==> src/rtl/arbiter_puf_ctrl.sv <==
// arbiter_puf_ctrl: self-timed controller for N_CH arbiter PUF chains.
// It sequences precharge, launch, settle and sample for each evaluation,
// then returns the response bits over a valid/ready handshake.
// Compile-time option: define ARBITER_PUF_VOTE_EN to run VOTES evaluations
// per request, majority-vote each bit and report per-bit instability.
// Without the macro, each request runs a single evaluation and
// resp_unstable is always 0.

// Behavioural stand-in for one arbiter delay chain. The real chain is a
// hand-placed mux ladder with a latch, and it replaces this model in the
// implementation flow.
module arbiter #(
   parameter int C_W = 64
) (
   input  logic [C_W-1:0] chal_i,
   input  logic           top_i,
   input  logic           bot_i,
   output logic           resp_o
);
   assign resp_o = top_i & bot_i & (^chal_i);
endmodule

module arbiter_puf_ctrl #(
   parameter int N_CH       = 8,
   parameter int C_W        = 64,
   parameter int PRE_CYC    = 4,
   parameter int SETTLE_CYC = 16,
   parameter int VOTES      = 5
) (
   input  logic            clk,
   input  logic            rst,
   input  logic            req_valid,
   output logic            req_ready,
   input  logic [C_W-1:0]  req_chal,
   output logic            resp_valid,
   input  logic            resp_ready,
   output logic [N_CH-1:0] resp_data,
   output logic [N_CH-1:0] resp_unstable
);

`ifdef ARBITER_PUF_VOTE_EN
   localparam int V = VOTES;
`else
   // Single-shot build: the vote count is fixed at one evaluation.
   localparam int V = 1 + 0 * VOTES;
`endif
   localparam int OW      = $clog2(V + 1);
   localparam int CNT_MAX = (PRE_CYC > SETTLE_CYC) ? PRE_CYC : SETTLE_CYC;
   localparam int CW      = $clog2(CNT_MAX + 1);

   typedef enum logic [2:0] {IDLE, PRE, RUN, SAMPLE, DONE} state_t;

   state_t          state_q, state_d;
   logic [CW-1:0]   cnt_q, cnt_d;
   logic [OW-1:0]   vote_idx_q, vote_idx_d;
   logic [OW-1:0]   ones_q [N_CH];
   logic [OW-1:0]   ones_d [N_CH];
   logic [C_W-1:0]  chal_q, chal_d;
   logic            launch_q, launch_d;
   logic            req_ready_q, resp_valid_q;
   logic [N_CH-1:0] data_q, data_d, unst_q, unst_d;
   logic [N_CH-1:0] arb_out, sync1_q, sync2_q;

   // One arbiter per response bit; both race inputs share the launch line.
   for (genvar gi = 0; gi < N_CH; gi++) begin : g_chain
      arbiter #(.C_W(C_W)) u_arb (
         .chal_i (chal_q),
         .top_i  (launch_q),
         .bot_i  (launch_q),
         .resp_o (arb_out[gi])
      );
   end

   // Two-flop synchroniser on the asynchronous arbiter outputs.
   always_ff @(posedge clk or posedge rst) begin
      if (rst) begin
         sync1_q <= '0;
         sync2_q <= '0;
      end else begin
         sync1_q <= arb_out;
         sync2_q <= sync1_q;
      end
   end

   // Next-state logic: evaluation sequencing, vote accumulation, result.
   always_comb begin
      state_d    = state_q;
      cnt_d      = cnt_q;
      vote_idx_d = vote_idx_q;
      chal_d     = chal_q;
      data_d     = data_q;
      unst_d     = unst_q;
      for (int i = 0; i < N_CH; i++) ones_d[i] = ones_q[i];
      case (state_q)
         IDLE: begin
            if (req_valid) begin
               chal_d     = req_chal;
               vote_idx_d = '0;
               cnt_d      = '0;
               for (int i = 0; i < N_CH; i++) ones_d[i] = '0;
               state_d    = PRE;
            end
         end
         PRE: begin
            if (cnt_q == CW'(PRE_CYC - 1)) begin
               cnt_d   = '0;
               state_d = RUN;
            end else begin
               cnt_d = cnt_q + CW'(1);
            end
         end
         RUN: begin
            if (cnt_q == CW'(SETTLE_CYC - 1)) begin
               cnt_d   = '0;
               state_d = SAMPLE;
            end else begin
               cnt_d = cnt_q + CW'(1);
            end
         end
         SAMPLE: begin
            for (int i = 0; i < N_CH; i++) ones_d[i] = ones_q[i] + OW'(sync2_q[i]);
            vote_idx_d = vote_idx_q + OW'(1);
            if (int'(vote_idx_q) + 1 < V) begin
               state_d = PRE;
            end else begin
               state_d = DONE;
               for (int i = 0; i < N_CH; i++) begin
                  data_d[i] = (int'(ones_d[i]) > V / 2);
`ifdef ARBITER_PUF_VOTE_EN
                  unst_d[i] = (ones_d[i] != '0) && (int'(ones_d[i]) < V);
`else
                  unst_d[i] = 1'b0;
`endif
               end
            end
         end
         DONE: begin
            if (resp_ready) state_d = IDLE;
         end
         default: state_d = IDLE;
      endcase
      // Launch is high for the whole settle window and the sample cycle.
      launch_d = (state_d == RUN) || (state_d == SAMPLE);
   end

   // State and datapath registers; reset drops any request in flight.
   always_ff @(posedge clk or posedge rst) begin
      if (rst) begin
         state_q      <= IDLE;
         cnt_q        <= '0;
         vote_idx_q   <= '0;
         chal_q       <= '0;
         launch_q     <= 1'b0;
         req_ready_q  <= 1'b1;
         resp_valid_q <= 1'b0;
         data_q       <= '0;
         unst_q       <= '0;
         for (int i = 0; i < N_CH; i++) ones_q[i] <= '0;
      end else begin
         state_q      <= state_d;
         cnt_q        <= cnt_d;
         vote_idx_q   <= vote_idx_d;
         chal_q       <= chal_d;
         launch_q     <= launch_d;
         req_ready_q  <= (state_d == IDLE);
         resp_valid_q <= (state_d == DONE);
         data_q       <= data_d;
         unst_q       <= unst_d;
         for (int i = 0; i < N_CH; i++) ones_q[i] <= ones_d[i];
      end
   end

   assign req_ready     = req_ready_q;
   assign resp_valid    = resp_valid_q;
   assign resp_data     = data_q;
   assign resp_unstable = unst_q;

endmodule

==> config.mk <==
export PLATFORM = sky130hd
export DESIGN_NAME = arbiter_puf_ctrl
export DESIGN_NICKNAME = d
export VERILOG_FILES = /design/src/rtl/arbiter_puf_ctrl.sv
export SDC_FILE = /design/constraint.sdc
export NUM_CORES = 1
export LEC_CHECK = 0
export CAP_MARGIN = 20
export CORE_ASPECT_RATIO = 1.2
export CORE_UTILIZATION = 45
export CTS_BUF_LIST = sky130_fd_sc_hd__clkbuf_4
export DETAILED_ROUTE_END_ITERATION = 8
export GPL_TIMING_DRIVEN = 0
export HOLD_SLACK_MARGIN = 0.06
export PLACE_DENSITY = 0.76
export SYNTH_ARGS = -nofsm -noshare
export SYNTH_HDL_FRONTEND = slang
export SYNTH_SLANG_ARGS = --single-unit
==> constraint.sdc <==
create_clock -name clk -period 3.4 [get_ports clk]
set_input_delay 0.68 -clock clk [delete_from_list [all_inputs] [get_ports clk]]
set_output_delay 0.68 -clock clk [all_outputs]
set_load 0.05 [all_outputs]
==> results.yml <==
timing:
  rsz0062_at_grt: "false"
  min_period_ns: 2.42
  hold_slack_ns: 0.366
  hold_viol_final: 0
  worstMarginPinSlew_ns: 0.654
  period_share_pct: 71.1
  fmax_mhz: 414
  fin_skew_ns: 0.0170
  fin_setup_tns_ns: 0
  setup_violations: 0
  maxSlewViolCount: 0
  slew_headroom_pct: 56.0
worst_setup_path:
  r2r_start: "state_q[2]"
  r2r_slack_ns: 1.51
  r2r-end: "chal_q[1]"
  worstSetupStartpointType: "flop"
  critPathArrivalTime_ns: 1.74
  critPathBufInv: 1
  cp_top_family: "buffers and inverters"
  cp.depth: 1
  rr_worst_depth: 5
  setup.worst_path.end_class: "output pin"
  cp_max_fo: 1
  crit_type: "reg2out"
  cp-startpoint: "req_ready"
  crit_chain: "clkdlybuf4s50_1"
  crit_slowest_cell: "clkdlybuf4s50_1"
  required_ns: 2.72
  slowest_delay_ns: 0.79
  cp-endpoint: "req_ready"
global_route:
  grt_start_max_net_pins: 63
  grt_pass1_wl_um: 12500
  grt_pass1_vias: 2749
  grt_overflow: 0
  antenna_found_initial: 0
  grt_use_total_pct: 16.3
synth:
  yosys_warnings: 0
  async_flop_share_pct: 100
  synth_top_area_share_pct: 54.8
  synth.distinct_cells: 26
  synth_most_common_cell: "dfrtp_1"
  synth_edf_count: 0
  synthTopCellsByArea: "dfrtp_1 (55%), mux2_2 (17%), xnor2_1 (13%)"
  synthCells: 326
  syn_area_mm2: 0.00420
  synth_common_cells: "dfrtp_1 (92), mux2_2 (64), xnor2_1 (64)"
  synth.largest_area_cell: "dfrtp_1"
  synth_ff_type: "dfrtp_1"
  ys_seq_area_share_pct: 55.4
  ys_ff_latch: 93
  syn_avg_cell_area_um2: 12.9
routing:
  drc_errors: 0
  wirelength_um: 6950
  wl_per_cell_um: 12.7
  vias_per_cell: 4.67
  antenna_left: 0
  vias: 2554
  drtIter0Drc: 81
  firstDrtPassIters: 4
floorplan:
  start_util_pct: 46.5
  die_area_mm2: 0.00973
  row_count: 38
  io_pins: 86
  die-width_um: 90.2
  core_area_mm2: 0.00903
  die_h_um: 108
final_layout:
  syn_to_final_growth_pct: 26.6
  multi_input_area_mm2: 0.00177
  insertedDiodeCount: 0
  nNetsFinal: 493
  nFillCells: 759
  drive_gt1_share_pct: 23.4
  utilization_pct: 58.9
  stdcell_area_mm2: 0.00532
  regArea_mm2: 0.00233
cts:
  cts_tree: "built"
  postCtsSetupBuffers: 0
  clk_latency_ns: 0.43
  ctsHoldBuffers: 0
  cts_resized: 0
  clkTransAtPathRegs_ns: 0.14
  cts_buffer_depth: 2
  clockRootBuffer: "clkbuf_4"
  cts_made_buffers: 9
  cts.sinks: 93
  cts_max_level: 3
status:
  status: "finished clean"
place:
  gp_congestion: 0.803
  port_buffers: 77
  placed_cell_area_mm2: 0.00518
  dp_hpwl_um: 5240
pwr:
  p_leak_nw: 2.21
  vdd_drop_max_mv: 0.830
  power_mw: 6.17
  power_density_mw_per_mm2: 1160
worst_hold_path:
  hp-class: "reg2reg"
flow_run:
  cap_violations: 0
worst min path at each step:
stage | from | end | slack (ns) | cells past startpoint
2_1_floorplan | sync1_q[0] | sync2_q[0] | 0.33 | 0
6_report | sync1_q[0] | sync2_q[0] | 0.37 | 0
3_3_place_gp | sync1_q[0] | sync2_q[0] | 0.34 | 0
3_5_place_dp | sync1_q[0] | sync2_q[0] | 0.34 | 0
4_1_cts | sync1_q[0] | sync2_q[0] | 0.37 | 0
5_1_grt | sync1_q[0] | sync2_q[0] | 0.39 | 0
routing by layer:
layer	track usage [%]	vias to the layer above	part of all wire, %
li1	-	1257	-
met1	18.6	1235	41
met2	28.8	54	52
met3	5.72	8	5.7
met4	4.84	0	1.2
met5	0	-	0
sequential cells by signal (all words and copies together) (netlist names):
name and flops:
req_ready 1, resp_valid 1, resp_data 8, sync2_q 1, sync1_q 1, state_q 3, ones_q 8, chal_q 64
cnt_q 5, launch_q 1
per-stage QoR:
step	worst slack [ns]	cells
floorplan	0.301	333
global placement	-1.00	530
detailed placement	0.846	531
CTS	0.948	547
global route	0.906	547
finish	0.983	547
cell families after synthesis:
family | count (synthesis) | share of synthesized area (%)
AOI/OAI and AO/OA | 31 | 3.99
xor gates and xnor gates | 71 | 14.8
adders and majority gates | 3 | 0.893
buffers and inverters | 24 | 3.10
DFF | 93 | 55.4
muxes | 64 | 17.2
other | 1 | 0.0893
and+or+nand+nor | 39 | 4.56
layout make-up:
cell class	instances	share of cell area (%)
multi-input cells	216	33.3
plain buffers	18	2.02
inverters	6	0.470
clock buffers	9	1.27
clock inverters	7	1.39
repair buffers	78	15.0
flip-flops and latches	93	43.8
well taps	120	2.82
worst reg2reg max path, stage by stage (launching register included):
cell,delay (ns)
dfrtp_1,0.38
buf_2,0.16
nor4b_2,0.28
buf_2,0.30
buf_2,0.30
mux2_2,0.37
where the power goes:
part	leakage [nW]	internal (mW)	switching [mW]
registers	1.15	1.59	0.313
logic	0.990	2.10	1.57
clock network	0.0779	0.227	0.365
layout by cell type, fill, tap and decap left out, types with 2 or more instances in the layout:
master / Yosys / layout
clkdlybuf4s50_1: 0 / 77
xor2_1: 7 / 7
nand2_1: 22 / 22
xnor2_1: 64 / 64
clkbuf_1: 2 / 2
buf_2: 8 / 8
dfrtp_1: 92 / 92
clkbuf_4: 0 / 9
a21oi_1: 4 / 4
conb_1: 1 / 8
mux2_2: 64 / 64
o21bai_1: 2 / 2
nand3_1: 2 / 2
buf_4: 8 / 8
clkinv_4: 0 / 3
o21ai_0: 22 / 22
nor2_1: 3 / 3
nor2b_1: 6 / 6
o31ai_1: 2 / 2
inv_1: 6 / 5
ha_1: 3 / 3
No activity file was read; power rests on OpenSTA's default activity.
